### config.mk
export PLATFORM = sky130hd
export DESIGN_NAME = ps2_cmd_ctrl
export DESIGN_NICKNAME = d
export VERILOG_FILES = /design/src/rtl/ps2_cmd_ctrl.sv
export SDC_FILE = /design/constraint.sdc
export NUM_CORES = 1
export LEC_CHECK = 0
export BUFFER_PORTS_ARGS = -buffer_cell sky130_fd_sc_hd__buf_2
export CAP_MARGIN = 20
export CORE_ASPECT_RATIO = 1.4
export CORE_UTILIZATION = 59
export DETAILED_ROUTE_END_ITERATION = 12
export HOLD_SLACK_MARGIN = 0.08
export PLACE_DENSITY = 0.91
export SYNTH_ARGS = -nofsm -noshare
export SYNTH_HDL_FRONTEND = slang
export SYNTH_SLANG_ARGS = --single-unit
### constraint.sdc
create_clock -name clock_quarter -period 4.4 [get_ports clock_quarter]
set_input_delay 0.44 -clock clock_quarter [delete_from_list [all_inputs] [get_ports clock_quarter]]
set_output_delay 0.44 -clock clock_quarter [all_outputs]
set_load 0.01 [all_outputs]
### src/rtl/ps2_cmd_ctrl.sv
// PS/2 host command controller: resets the device, waits for BAT, then serves LED and raw command requests.
// Latency: bus_enable one cycle after grant/ready; acks and scan codes registered one cycle after bus_rx_complete.
// Backpressure: waits on bus_tx_ready before each byte; requests are only sampled in IDLE. Macro PS2_CTRL_RETRY_EN enables resend on 0xFE/tx fail.
module ps2_cmd_ctrl #(
    parameter int TIMEOUT   = 20000,
    parameter int MAX_RETRY = 3
) (
    input  logic       clock_quarter,
    input  logic       reset_n,
    output logic       bus_enable,
    output logic [7:0] bus_tx_data,
    input  logic       bus_tx_ready,
    input  logic       bus_tx_faild,
    input  logic       bus_rx_complete,
    input  logic [7:0] bus_rx_data,
    input  logic       led_req,
    input  logic [2:0] led_mask,
    output logic       led_ack,
    input  logic       cmd_req,
    input  logic [7:0] cmd_byte,
    output logic       cmd_ack,
    output logic       scan_valid,
    output logic [7:0] scan_code,
    output logic       init_done,
    output logic       error
);

    localparam logic [7:0] BYTE_RESET  = 8'hFF;
    localparam logic [7:0] BYTE_SETLED = 8'hED;
    localparam logic [7:0] BYTE_ACK    = 8'hFA;
    localparam logic [7:0] BYTE_RESEND = 8'hFE;
    localparam logic [7:0] BYTE_BAT_OK = 8'hAA;
    localparam logic [7:0] BYTE_BAT_NG = 8'hFC;

    localparam int              TW       = (TIMEOUT < 1) ? 1 : $clog2(TIMEOUT + 1);
    localparam logic [TW-1:0]   TMO_LAST = TW'(TIMEOUT - 1);
    localparam logic [TW-1:0]   TMO_SAT  = TW'(TIMEOUT);

    typedef enum logic [3:0] {
        RST_TX, RST_ACK, BAT_WAIT, IDLE, TX1, ACK1, TX2, ACK2, FAIL
    } state_t;

    state_t          state;
    logic            started;     // one settling cycle after reset before the first send
    logic [TW-1:0]   timer;
    logic            is_led;      // current transaction is an LED update
    logic [2:0]      mask_q;      // led_mask captured at grant

    logic            rx_ack;
    logic            rx_resend;
    logic            in_ack;
    logic            nack;
    logic            timer_hit;
    logic            retry_ok;

    // Decode the device reply and the current wait condition
    always_comb begin
        rx_ack    = bus_rx_complete && (bus_rx_data == BYTE_ACK);
        rx_resend = bus_rx_complete && (bus_rx_data == BYTE_RESEND);
        in_ack    = (state == RST_ACK) || (state == ACK1) || (state == ACK2);
        nack      = in_ack && (rx_resend || bus_tx_faild);
        timer_hit = (in_ack || (state == BAT_WAIT)) && (timer == TMO_LAST);
    end

`ifdef PS2_CTRL_RETRY_EN
    localparam int            RW        = (MAX_RETRY < 1) ? 1 : $clog2(MAX_RETRY + 1);
    localparam logic [RW-1:0] RETRY_LIM = RW'(MAX_RETRY);

    logic [RW-1:0] retry_cnt;

    assign retry_ok = (retry_cnt != RETRY_LIM);

    // Count resends of the current byte; a clean 0xFA starts the next byte fresh
    always_ff @(posedge clock_quarter or negedge reset_n) begin
        if (!reset_n) begin
            retry_cnt <= '0;
        end else if (nack) begin
            if (retry_ok) begin
                retry_cnt <= retry_cnt + 1'b1;
            end
        end else if (in_ack && rx_ack) begin
            retry_cnt <= '0;
        end
    end
`else
    logic unused_retry_cfg;

    assign unused_retry_cfg = (MAX_RETRY > 0);
    assign retry_ok         = 1'b0;
`endif

    // Main controller: sequencing, timeout, and all registered outputs
    always_ff @(posedge clock_quarter or negedge reset_n) begin
        if (!reset_n) begin
            state       <= RST_TX;
            started     <= 1'b0;
            timer       <= '0;
            is_led      <= 1'b0;
            mask_q      <= '0;
            bus_enable  <= 1'b0;
            bus_tx_data <= '0;
            led_ack     <= 1'b0;
            cmd_ack     <= 1'b0;
            scan_valid  <= 1'b0;
            scan_code   <= '0;
            init_done   <= 1'b0;
            error       <= 1'b0;
        end else begin
            bus_enable <= 1'b0;
            led_ack    <= 1'b0;
            cmd_ack    <= 1'b0;
            scan_valid <= 1'b0;

            if (timer != TMO_SAT) begin
                timer <= timer + 1'b1;
            end

            case (state)
                RST_TX: begin
                    bus_tx_data <= BYTE_RESET;
                    started     <= 1'b1;
                    if (started && bus_tx_ready) begin
                        bus_enable <= 1'b1;
                        timer      <= '0;
                        state      <= RST_ACK;
                    end
                end

                TX1, TX2: begin
                    if (bus_tx_ready) begin
                        bus_enable <= 1'b1;
                        timer      <= '0;
                        state      <= (state == TX1) ? ACK1 : ACK2;
                    end
                end

                RST_ACK, ACK1, ACK2: begin
                    if (nack) begin
                        // Resend the held byte from the matching TX state, or give up
                        if (retry_ok) begin
                            state <= (state == RST_ACK) ? RST_TX :
                                     (state == ACK1)    ? TX1    : TX2;
                        end else begin
                            state     <= FAIL;
                            error     <= 1'b1;
                            init_done <= 1'b0;
                        end
                    end else if (rx_ack) begin
                        if (state == RST_ACK) begin
                            timer <= '0;
                            state <= BAT_WAIT;
                        end else if (state == ACK1 && is_led) begin
                            bus_tx_data <= {5'b0, mask_q};
                            state       <= TX2;
                        end else if (state == ACK1) begin
                            cmd_ack <= 1'b1;
                            state   <= IDLE;
                        end else begin
                            led_ack <= 1'b1;
                            state   <= IDLE;
                        end
                    end else begin
                        // Unsolicited bytes pass through while we keep waiting
                        if (bus_rx_complete) begin
                            scan_valid <= 1'b1;
                            scan_code  <= bus_rx_data;
                        end
                        if (timer_hit) begin
                            state     <= FAIL;
                            error     <= 1'b1;
                            init_done <= 1'b0;
                        end
                    end
                end

                BAT_WAIT: begin
                    if (bus_rx_complete && bus_rx_data == BYTE_BAT_OK) begin
                        init_done <= 1'b1;
                        state     <= IDLE;
                    end else if (bus_rx_complete && bus_rx_data == BYTE_BAT_NG) begin
                        state <= FAIL;
                        error <= 1'b1;
                    end else begin
                        if (bus_rx_complete) begin
                            scan_valid <= 1'b1;
                            scan_code  <= bus_rx_data;
                        end
                        if (timer_hit) begin
                            state <= FAIL;
                            error <= 1'b1;
                        end
                    end
                end

                IDLE: begin
                    // Every received byte is forwarded, even in the cycle a request is granted
                    if (bus_rx_complete) begin
                        scan_valid <= 1'b1;
                        scan_code  <= bus_rx_data;
                    end
                    if (led_req) begin
                        is_led      <= 1'b1;
                        mask_q      <= led_mask;
                        bus_tx_data <= BYTE_SETLED;
                        state       <= TX1;
                    end else if (cmd_req) begin
                        is_led      <= 1'b0;
                        bus_tx_data <= cmd_byte;
                        state       <= TX1;
                    end
                end

                FAIL: begin
                    error     <= 1'b1;
                    init_done <= 1'b0;
                end

                default: begin
                    state     <= FAIL;
                    error     <= 1'b1;
                    init_done <= 1'b0;
                end
            endcase
        end
    end

endmodule

# ---- Word-level counts from Yosys, hierarchy flattened
# Index checks and enable logic that the tools add are counted.
dict set report word_totals {
  in_bits 26
  output_inout_bits 22
  word_cells 136
  reg_bits 46
}
dict set report classes {
  n_reduce_logical 26
  eq_ne 27
  add_sub_neg 1
  bitwise_logic 2
  n_mux 67
}
# operator count
set op_table {}
lappend op_table {{$mux 15} 6}
lappend op_table {{$mux 8} 11}
lappend op_table {{$pmux 8 s3} 2}
lappend op_table {{$pmux 15 s3} 1}
lappend op_table {{$mux 4} 9}
lappend op_table {{$eq 8x8->1 const B} 4}
lappend op_table {{$mux 1} 30}
lappend op_table {{$pmux 4 s6} 1}
lappend op_table {{$ne 2x2->1 const B} 9}
lappend op_table {{$eq 4x3->1 const B} 4}
lappend op_table {{$add 15x1->15 const B} 1}
lappend op_table {{$eq 15x15->1 const B} 1}
lappend op_table {{$ne 15x15->1 const B} 1}
lappend op_table {{$ne 3x3->1 const B} 3}
lappend op_table {{$pmux 1 s3} 3}
lappend op_table {{$eq 4x2->1 const B} 2}
lappend op_table {{$logic_and 1x1->1} 8}
lappend op_table {{$reduce_and 4->1} 2}
lappend op_table {{$mux 3} 2}
lappend op_table {{$reduce_and 6->1} 1}
lappend op_table {{$reduce_bool 3->1} 2}
lappend op_table {{$reduce_and 5->1} 1}
lappend op_table {{$eq 4x1->1 const B} 1}
lappend op_table {{$eq 4x4->1 const B} 1}
lappend op_table {{12 further kinds} 17}

# ---- Depth between registers and ports, before layout
# Gate-level depths: netlist of run 1.
dict set report logic_depth {
  ltp_word 9
  depth_mapped 8
  ltp_nobuf 6
}

# ---- Worst setup path after synthesis of run 1
# OpenSTA, ideal clock, no wires.
dict set report synth_path {
  path_type {in2reg}
  start {input port bus_rx_data[7]}
  end {register scan_code[0]}
  cell_stages 6
  path_slack_ps 2551
  t_arrival_ps 1724
  required_time_ps 4275
  setup_time_ps 125
  n_path_buf 1
  path_cell_list {and3_1 -> buf_2 -> a31oi_1 -> o21ai_1 -> a31oi_4 -> mux2_2}
}
dict set report synth_between {
  elab_chain_len 6
  word_cells_on_any_way 15
  cone_classes {eq/ne: 8; reduce/logical: 7}
}
# item line
set synth_lines {}
lappend synth_lines {{start: declaration} 15} ;# input logic [7:0] bus_rx_data,
lappend synth_lines {{$eq 8x8->1} 59} ;# rx_resend = bus_rx_complete && (bus_rx_data == BYTE_RESEND);
lappend synth_lines {{$logic_and 1x1->1} 59}
lappend synth_lines {{$logic_or 1x1->1} 61} ;# nack = in_ack && (rx_resend || bus_tx_faild);
lappend synth_lines {{$logic_and 1x1->1} 61}
lappend synth_lines {{$ne 2x2->1 (no line)} --}
lappend synth_lines {{$reduce_and 5->1 (no line) (*)} --}
lappend synth_lines {{end signal: assignment} 166} ;# scan_code <= bus_rx_data;
lappend synth_lines {{end signal: assignment} 186} ;# scan_code <= bus_rx_data;
lappend synth_lines {{end signal: assignment} 199} ;# scan_code <= bus_rx_data;
lappend synth_lines {{end: declaration} 23} ;# output logic [7:0] scan_code,
# Mark *: on every way between the ends. The rest lies on a longest branch, timed or not.
# A chain may end at the register's enable or synchronous reset.

# ---- Worst setup path in the final report of run 1
dict set report layout_path {
  start {register state[2]}
  end {register scan_code[6]}
}
dict set report layout_between {
  elab_chain_len 6
  word_cells_on_any_way 16
  cone_classes {eq/ne: 9; mux: 1; reduce/logical: 6}
}
# item line
set layout_lines {}
lappend layout_lines {{start: declaration} 43} ;# state_t state;
lappend layout_lines {{start signal: assignment} 133} ;# state <= (state == TX1) ? ACK1 : ACK2;
lappend layout_lines {{start signal: assignment} 141} ;# state <= (state == RST_ACK) ? RST_TX :
lappend layout_lines {{$eq 4x1->1 / $eq 4x3->1 (equally long branches)} {60, 118}}
lappend layout_lines {{$logic_or 1x1->1 (2 in series)} 60} ;# in_ack = (state == RST_ACK) || (state == ACK1) || (state == ACK2);
lappend layout_lines {{$logic_and 1x1->1} 61}
lappend layout_lines {{$ne 2x2->1 (no line)} --}
lappend layout_lines {{$reduce_and 5->1 (no line)} --}
# Several ways; a longest one is shown, not always the timed one.

==> results of run 1 <==
worst max path at each step:
stage	start	end
floorplan	bus_rx_data[7]	scan_code[0]
global placement	state[2]	scan_code[1]
detailed placement	state[2]	scan_code[6]
CTS	state[2]	scan_code[6]
global route	state[2]	scan_code[6]
finish	state[2]	scan_code[6]
registers in the layout (all words and copies together), names as in the netlist:
signal / flops
init_done: 1
cmd_ack: 1
timer: 15
led_ack: 1
bus_enable: 1
scan_code: 8
state: 4
scan_valid: 1
started: 1
is_led: 1
mask_q: 3
error: 1
bus_tx_data: 8
cell type report:
class / count / area (sq um)
Inverter: 6 / 22.5
Clock inverter: 3 / 21.3
Tap cell: 43 / 53.8
Clock buffer: 5 / 68.8
Timing Repair Buffer: 48 / 255
Sequential cell: 46 / 1150
Multi-Input combinational cell: 176 / 1200
Fill cell: 315 / 1180
per-layer routing:
metal	wire length, um	part of all wire, %
met1	1890	39
met2	2690	56
met3	173	3.6
met4	72	1.5
met5	0	0
cell usage in the layout (no fill, tap or decap), drive strengths merged, types with 7 or more instances in the layout:
cell,synthesis,final
buf,8,48
dfrtp,46,46
nor2,37,37
mux2,20,20
o21ai,14,14
nand2,13,13
nand3,10,10
xor2,8,8
xnor2,7,7
nor3,7,7
metrics by stage:
step | total power (W) | area, sq um | hold slack, ns | util (%) | setup WS (ns)
2_1_floorplan | 0.000885 | 2460 | 0.144 | - | 2.55
3_3_place_gp | 0.000994 | 2670 | 0.449 | 67.5 | 2.12
3_5_place_dp | 0.00101 | 2670 | 0.455 | 67.5 | 2.03
4_1_cts | 0.00127 | 2760 | 0.327 | 69.7 | 2.02
5_1_grt | 0.00134 | 2780 | 0.101 | 70.2 | 1.80
6_report | 0.00126 | 2780 | 0.0648 | 70.2 | 2.00
Yosys cell counts (2+ instances only):
library cell / instances / area, sq um
a31o_2: 2 / 17.5
nor2_1: 37 / 139
buf_2: 2 / 10.0
nand3b_1: 3 / 22.5
buf_6: 4 / 45.0
nand4_1: 6 / 37.5
ha_1: 2 / 25.0
nor2b_1: 3 / 18.8
nand2b_1: 4 / 25.0
nand3_1: 9 / 45.0
xnor2_1: 7 / 61.3
nand2_1: 13 / 48.8
mux2_2: 20 / 225
o21ai_0: 12 / 60.1
xor2_1: 8 / 70.1
and3_1: 6 / 37.5
dfrtp_1: 46 / 1150
inv_1: 6 / 22.5
and4bb_2: 2 / 25.0
clkbuf_1: 4 / 15.0
nor3_1: 6 / 30.0
a31oi_1: 4 / 25.0
a21oi_1: 3 / 15.0
nor3b_1: 2 / 15.0
worst max-delay path: stages, from the launching register on:
cell and delay, ns:
dfrtp_1 0.53, nand2b_1 0.52, nor3_4 0.35, nand3b_1 0.16, a31oi_4 0.35, mux2_2 0.38
report_power, final:
group	internal [W]	switching [W]	total (W)
registers	0.000513	0.0000826	0.000596
clock network	0.000112	0.000147	0.000259
logic	0.000204	0.000203	0.000407
kinds of logic (layout without fill, tap and decap cells):
group,after synthesis,in the layout,synth area share [%]
mux,20,20,9.16
buf+inv,18,62,4.22
compound gates,38,38,11.3
flops,46,46,46.8
xor+xnor,15,15,5.34
fa+ha+maj,2,2,1.02
simple gates,101,101,22.1
==> results.cfg, run 1 <==
[run_status]
status = complete, no violations

[timing]
max_freq_mhz = 417
fin_crit_ns = 2.40
relSlewSlack_pct = 55.5
finalHoldViolations = 0
finalMaxSlewViolations = 0
rsz0062_at_grt = no
fin_tns_setup_ns = 0
fin_crit_sh_pct = 54.5
setup_viol = 0
tightest_slew_ns = 0.667
clock_skew_ns = 0.0139

[run]
max_cap_viol_count = 0

[clock_network]
max-clock-path-buffers = 2
cts_setup_buffers = 0
clk-insertion-delay-late_ns = 0.31
cts_resized = 0
ctsRootBufferMaster = clkbuf_8
cts_made_buffers = 5
cts.sinks = 46
cts_tree = yes
holdBufCountCts = 0
htree_levels = 2
path_clk_slew_ns = 0.09

[routing]
drc = 0
wirelength_um = 4830
first_pass_iters = 4
drt-wirelength-per-cell_um = 14.8
drtAntennaViolNets = 0
routed-via-count = 1931
via_per_inst = 5.91
drtIter0Drc = 90

[floorplanning]
coreArea_sq_um = 3950
dieArea_sq_um = 4430
floorplan.initialDensity_pct = 62.2
die-height_um = 78.4
die_w_um = 56.6
core.rowCount = 27
pin_count = 48

[placement]
dp_hpwl_um = 3530
io_buffer_count = 47
gp_congestion = 0.875
dp_cells = 318

[setup_path]
r2r-end = scan_code[6]
r2r_cells = 5
cp_max_fo = 16
r2r_setup_slack_ns = 2.00
worstSetupPathType = reg2reg
r2r_start = state[2]
critPathLaunchType = flip-flop
arrival_ns = 2.59
critPathRequiredTime_ns = 4.59
end_kind = flip-flop

[global_route]
busiest_layer = met2
grt_use_total_pct = 24.5
grt_use_met2_pct = 45.8
grt_overflow = 0
use_met3_pct = 4.61
grt_antenna_before_repair = 0
grt_pass1_wl_um = 8620
grt_pass1_vias = 2043
grt_max_degree = 47
gr-usage-met1_pct = 26.9

[hold_path]
hp-class = in2async

[logic_synthesis]
ys_dominant_reg_cell = dfrtp_1
synthArstFlopShare_pct = 100
ys_ff_latch = 46
synth.distinct_cells = 53
syn-cell-area_sq_um = 2460
synth-seq-area-share_pct = 46.8
synth_edf_count = 0
synth_area_per_cell_sq_um = 10.2
synthCells = 240
synth_nets = 268
ys_warn_count = 0

[power_and_ir_drop]
p_per_area_nw_per_um2 = 454
p_leak_nw = 1.22
vdd_ir_drop_max_uv = 350

[cells_and_area]
drive_above_1_share_pct = 30.6
area_delta_synth_final_pct = 12.9
fin_cells = 327
n_antenna_cell = 0
nets = 311
Note: power is estimated with default switching activity, not from simulation.
==> inputs of run 2 (changes only) <==
- ABC_AREA: default -> 1
- CORE_UTILIZATION: 59 -> 55
- PLACE_DENSITY: 0.91 -> 0.86
- clock period: 4.4 -> 2.26 ns (I/O delays scaled with it)
==> results.cfg, run 2 <==
[global_route]
grt_overflow = 0
grt_pass1_wl_um = 9070
grt_max_degree = 25
busiest_layer = met2
gr-usage-met1_pct = 29.7
grt_use_met2_pct = 39.2
grt_use_total_pct = 23.6
grt_pass1_vias = 2149
use_met3_pct = 4.67
grt_antenna_before_repair = 0

[power_and_ir_drop]
p_leak_nw = 1.57
vdd_ir_drop_max_uv = 629
power_w = 0.00270
p_per_area_nw_per_um2 = 892

[logic_synthesis]
syn-cell-area_sq_um = 2580
synth-xor-area-share_pct = 4.08
synth_edf_count = 0
ys_warn_count = 0
synth.distinct_cells = 30
synthDominantCellAreaShare_pct = 44.7
synthCells = 331
yosys.area_share.adder_pct = 0.971
synthTopCellsByArea = dfrtp_1 45%, nand2_1 15%, nor2_1 5.0%, inv_1 4.2%, xor2_1 3.7%
yosys.area.top_type = dfrtp_1
ys_dominant_reg_cell = dfrtp_1
synth-seq-area-share_pct = 44.7
synth.area.mux_share_pct = 1.31
synthArstFlopShare_pct = 100
synth_top_family_by_area = simple AND/OR/NAND/NOR gates
synth_area_per_cell_sq_um = 7.79
synth_nets = 359
synth-simple-area-share_pct = 37.4
ys_ff_latch = 46
yosys-top-cells-count = 106 x nand2_1, 46 x dfrtp_1, 34 x nor2_1, 29 x inv_1, 19 x nand3_1
synth_compound_area_share_pct = 5.44
synth.most_common_cell = nand2_1

[cells_and_area]
nets = 412
n_antenna_cell = 0
reg_top3 = timer: 15 flops, bus_tx_data: 8 flops, scan_code: 8 flops
largest-register = timer
area_delta_synth_final_pct = 17.4
drive_above_1_share_pct = 24.2
largest_register_ffs = 15
layout_commonest_cell = nand2_1
nFillCells = 389
final_cell_mix = 106 x nand2_1, 47 x buf_2, 46 x dfrtp_1, 34 x nor2_1, 29 x inv_1

[floorplanning]
die_w_um = 59.9
die-height_um = 83
floorplan.initialDensity_pct = 57.3
coreArea_sq_um = 4500
core.rowCount = 29
pin_count = 48
dieArea_sq_um = 4970

[timing]
max_freq_mhz = 537
tightest_slew_ns = 0.496
fin_tns_setup_ns = 0
relSlewSlack_pct = 66.9
fin_crit_ns = 1.86
fin_crit_sh_pct = 82.4
setup_viol = 0
rsz0062_at_grt = no
clock_skew_ns = 0.00626
finalMaxSlewViolations = 0
finalHoldViolations = 0

[routing]
drtAntennaViolNets = 0
drc = 0
routed-via-count = 2278
first_pass_iters = 4
via_per_inst = 5.10
drt-wirelength-per-cell_um = 11.8
drtIter0Drc = 115
wirelength_um = 5270

[run_status]
status = complete, no violations

[placement]
gp_congestion = 0.919
dp_hpwl_um = 3950
io_buffer_count = 47

[setup_path]
crit_chain = inv_1, nand2_1, nand2_2, inv_4, nand2_1, nand4_2, nand2_1, nand2_1
slowest_delay_ns = 0.40
critPathRequiredTime_ns = 2.45
end_kind = flip-flop
worstSetupPathType = reg2reg
critPathLaunchType = flip-flop
cp_max_fo = 11
arrival_ns = 2.05
crit_top_cell = nand2_1
cp_slowest_cell = dfrtp_1

[clock_network]
path_clk_slew_ns = 0.08
cts_tree = yes
cts.sinks = 46
max-clock-path-buffers = 2
htree_levels = 2
cts_setup_buffers = 0
cts_resized = 0
clk-insertion-delay-late_ns = 0.30
cts_made_buffers = 5
ctsRootBufferMaster = clkbuf_8
holdBufCountCts = 1

[run]
max_cap_viol_count = 0

[hold_path]
hp-class = in2reg
[run 2: changes by cell type in the layout (fill, tap and decap cells not counted), sizes merged, moves of 6 or more]
cell / previous run / this run
nand2: 13 / 111
inv: 6 / 33
mux2: 20 / 3
nand3: 10 / 24
nor2: 37 / 49
nand4: 6 / 15
and3: 6 / 0
xnor2: 7 / 1
[run 2: metrics by stage]
stage / utilization (%) / cell area [sq um] / hold slack (ns) / instances / setup WS (ns)
CTS: 67.3 / 3030 / 0.150 / 447 / 0.415
global route: 67.3 / 3030 / 0.152 / 447 / 0.214
floorplan: - / 2580 / -0.0696 / 331 / 0.732
finish: 67.3 / 3030 / 0.151 / 447 / 0.397
detailed placement: 63.9 / 2870 / 0.224 / 438 / 0.430
global placement: 63.9 / 2870 / 0.215 / 438 / 0.502
[run 2: logic make-up after synthesis]
group | after synthesis
compound gates | 22
xor+xnor | 12
fa+ha+maj | 2
buf+inv | 37
flops | 46
mux | 3
simple gates | 209
[run 2: final cells by class]
class | count | area (sq um) | share of cell area, %
multi-input combinational | 248 | 1270 | 41.9
sequential | 46 | 1150 | 38.0
timing repair buffer | 50 | 260 | 8.60
inverter | 33 | 126 | 4.18
clock buffer | 6 | 82.6 | 2.73
tap | 62 | 77.6 | 2.56
clock inverter | 2 | 60.1 | 1.98
[run 2: worst max-delay path: cells and delay by family, from the launching register on]
kind / cells / cell delay, ns
buffers and inverters: 2 / 0.18
AND/OR/NAND/NOR: 6 / 1.18
flip-flops: 1 / 0.40
[run 2: report_power, final]
group          internal [W]  switching [W]  total (W)  leakage (nW)
combinational      0.000322       0.000504   0.000826         0.909
clock              0.000471       0.000263   0.000734        0.0714
sequential          0.00101       0.000130    0.00114         0.590
total               0.00180       0.000897    0.00270          1.57
[run 2: final timing paths]
kind                                 from             end  slack (ns)  cells past startpoint
hold reg to reg                    is_led         cmd_ack        0.47                      1
setup reg to reg                 state[2]    scan_code[0]        0.40                      8
hold / removal             bus_rx_data[5]    scan_code[5]        0.15                      3
setup / recovery                 state[2]    scan_code[0]        0.40                      8
min in group asynchronous         reset_n  bus_tx_data[3]        0.42                      2
max in group asynchronous         reset_n        state[0]        1.15                      3
[run 2: layer usage]
metal  share of wire [%]  wire length [um]  vias up
met1                  43              2260     1033
met3                 4.8               255        7
met2                  51              2670       72
met5                   0                 0        -
met4                 1.7                91        0
li1                    -                 -     1166
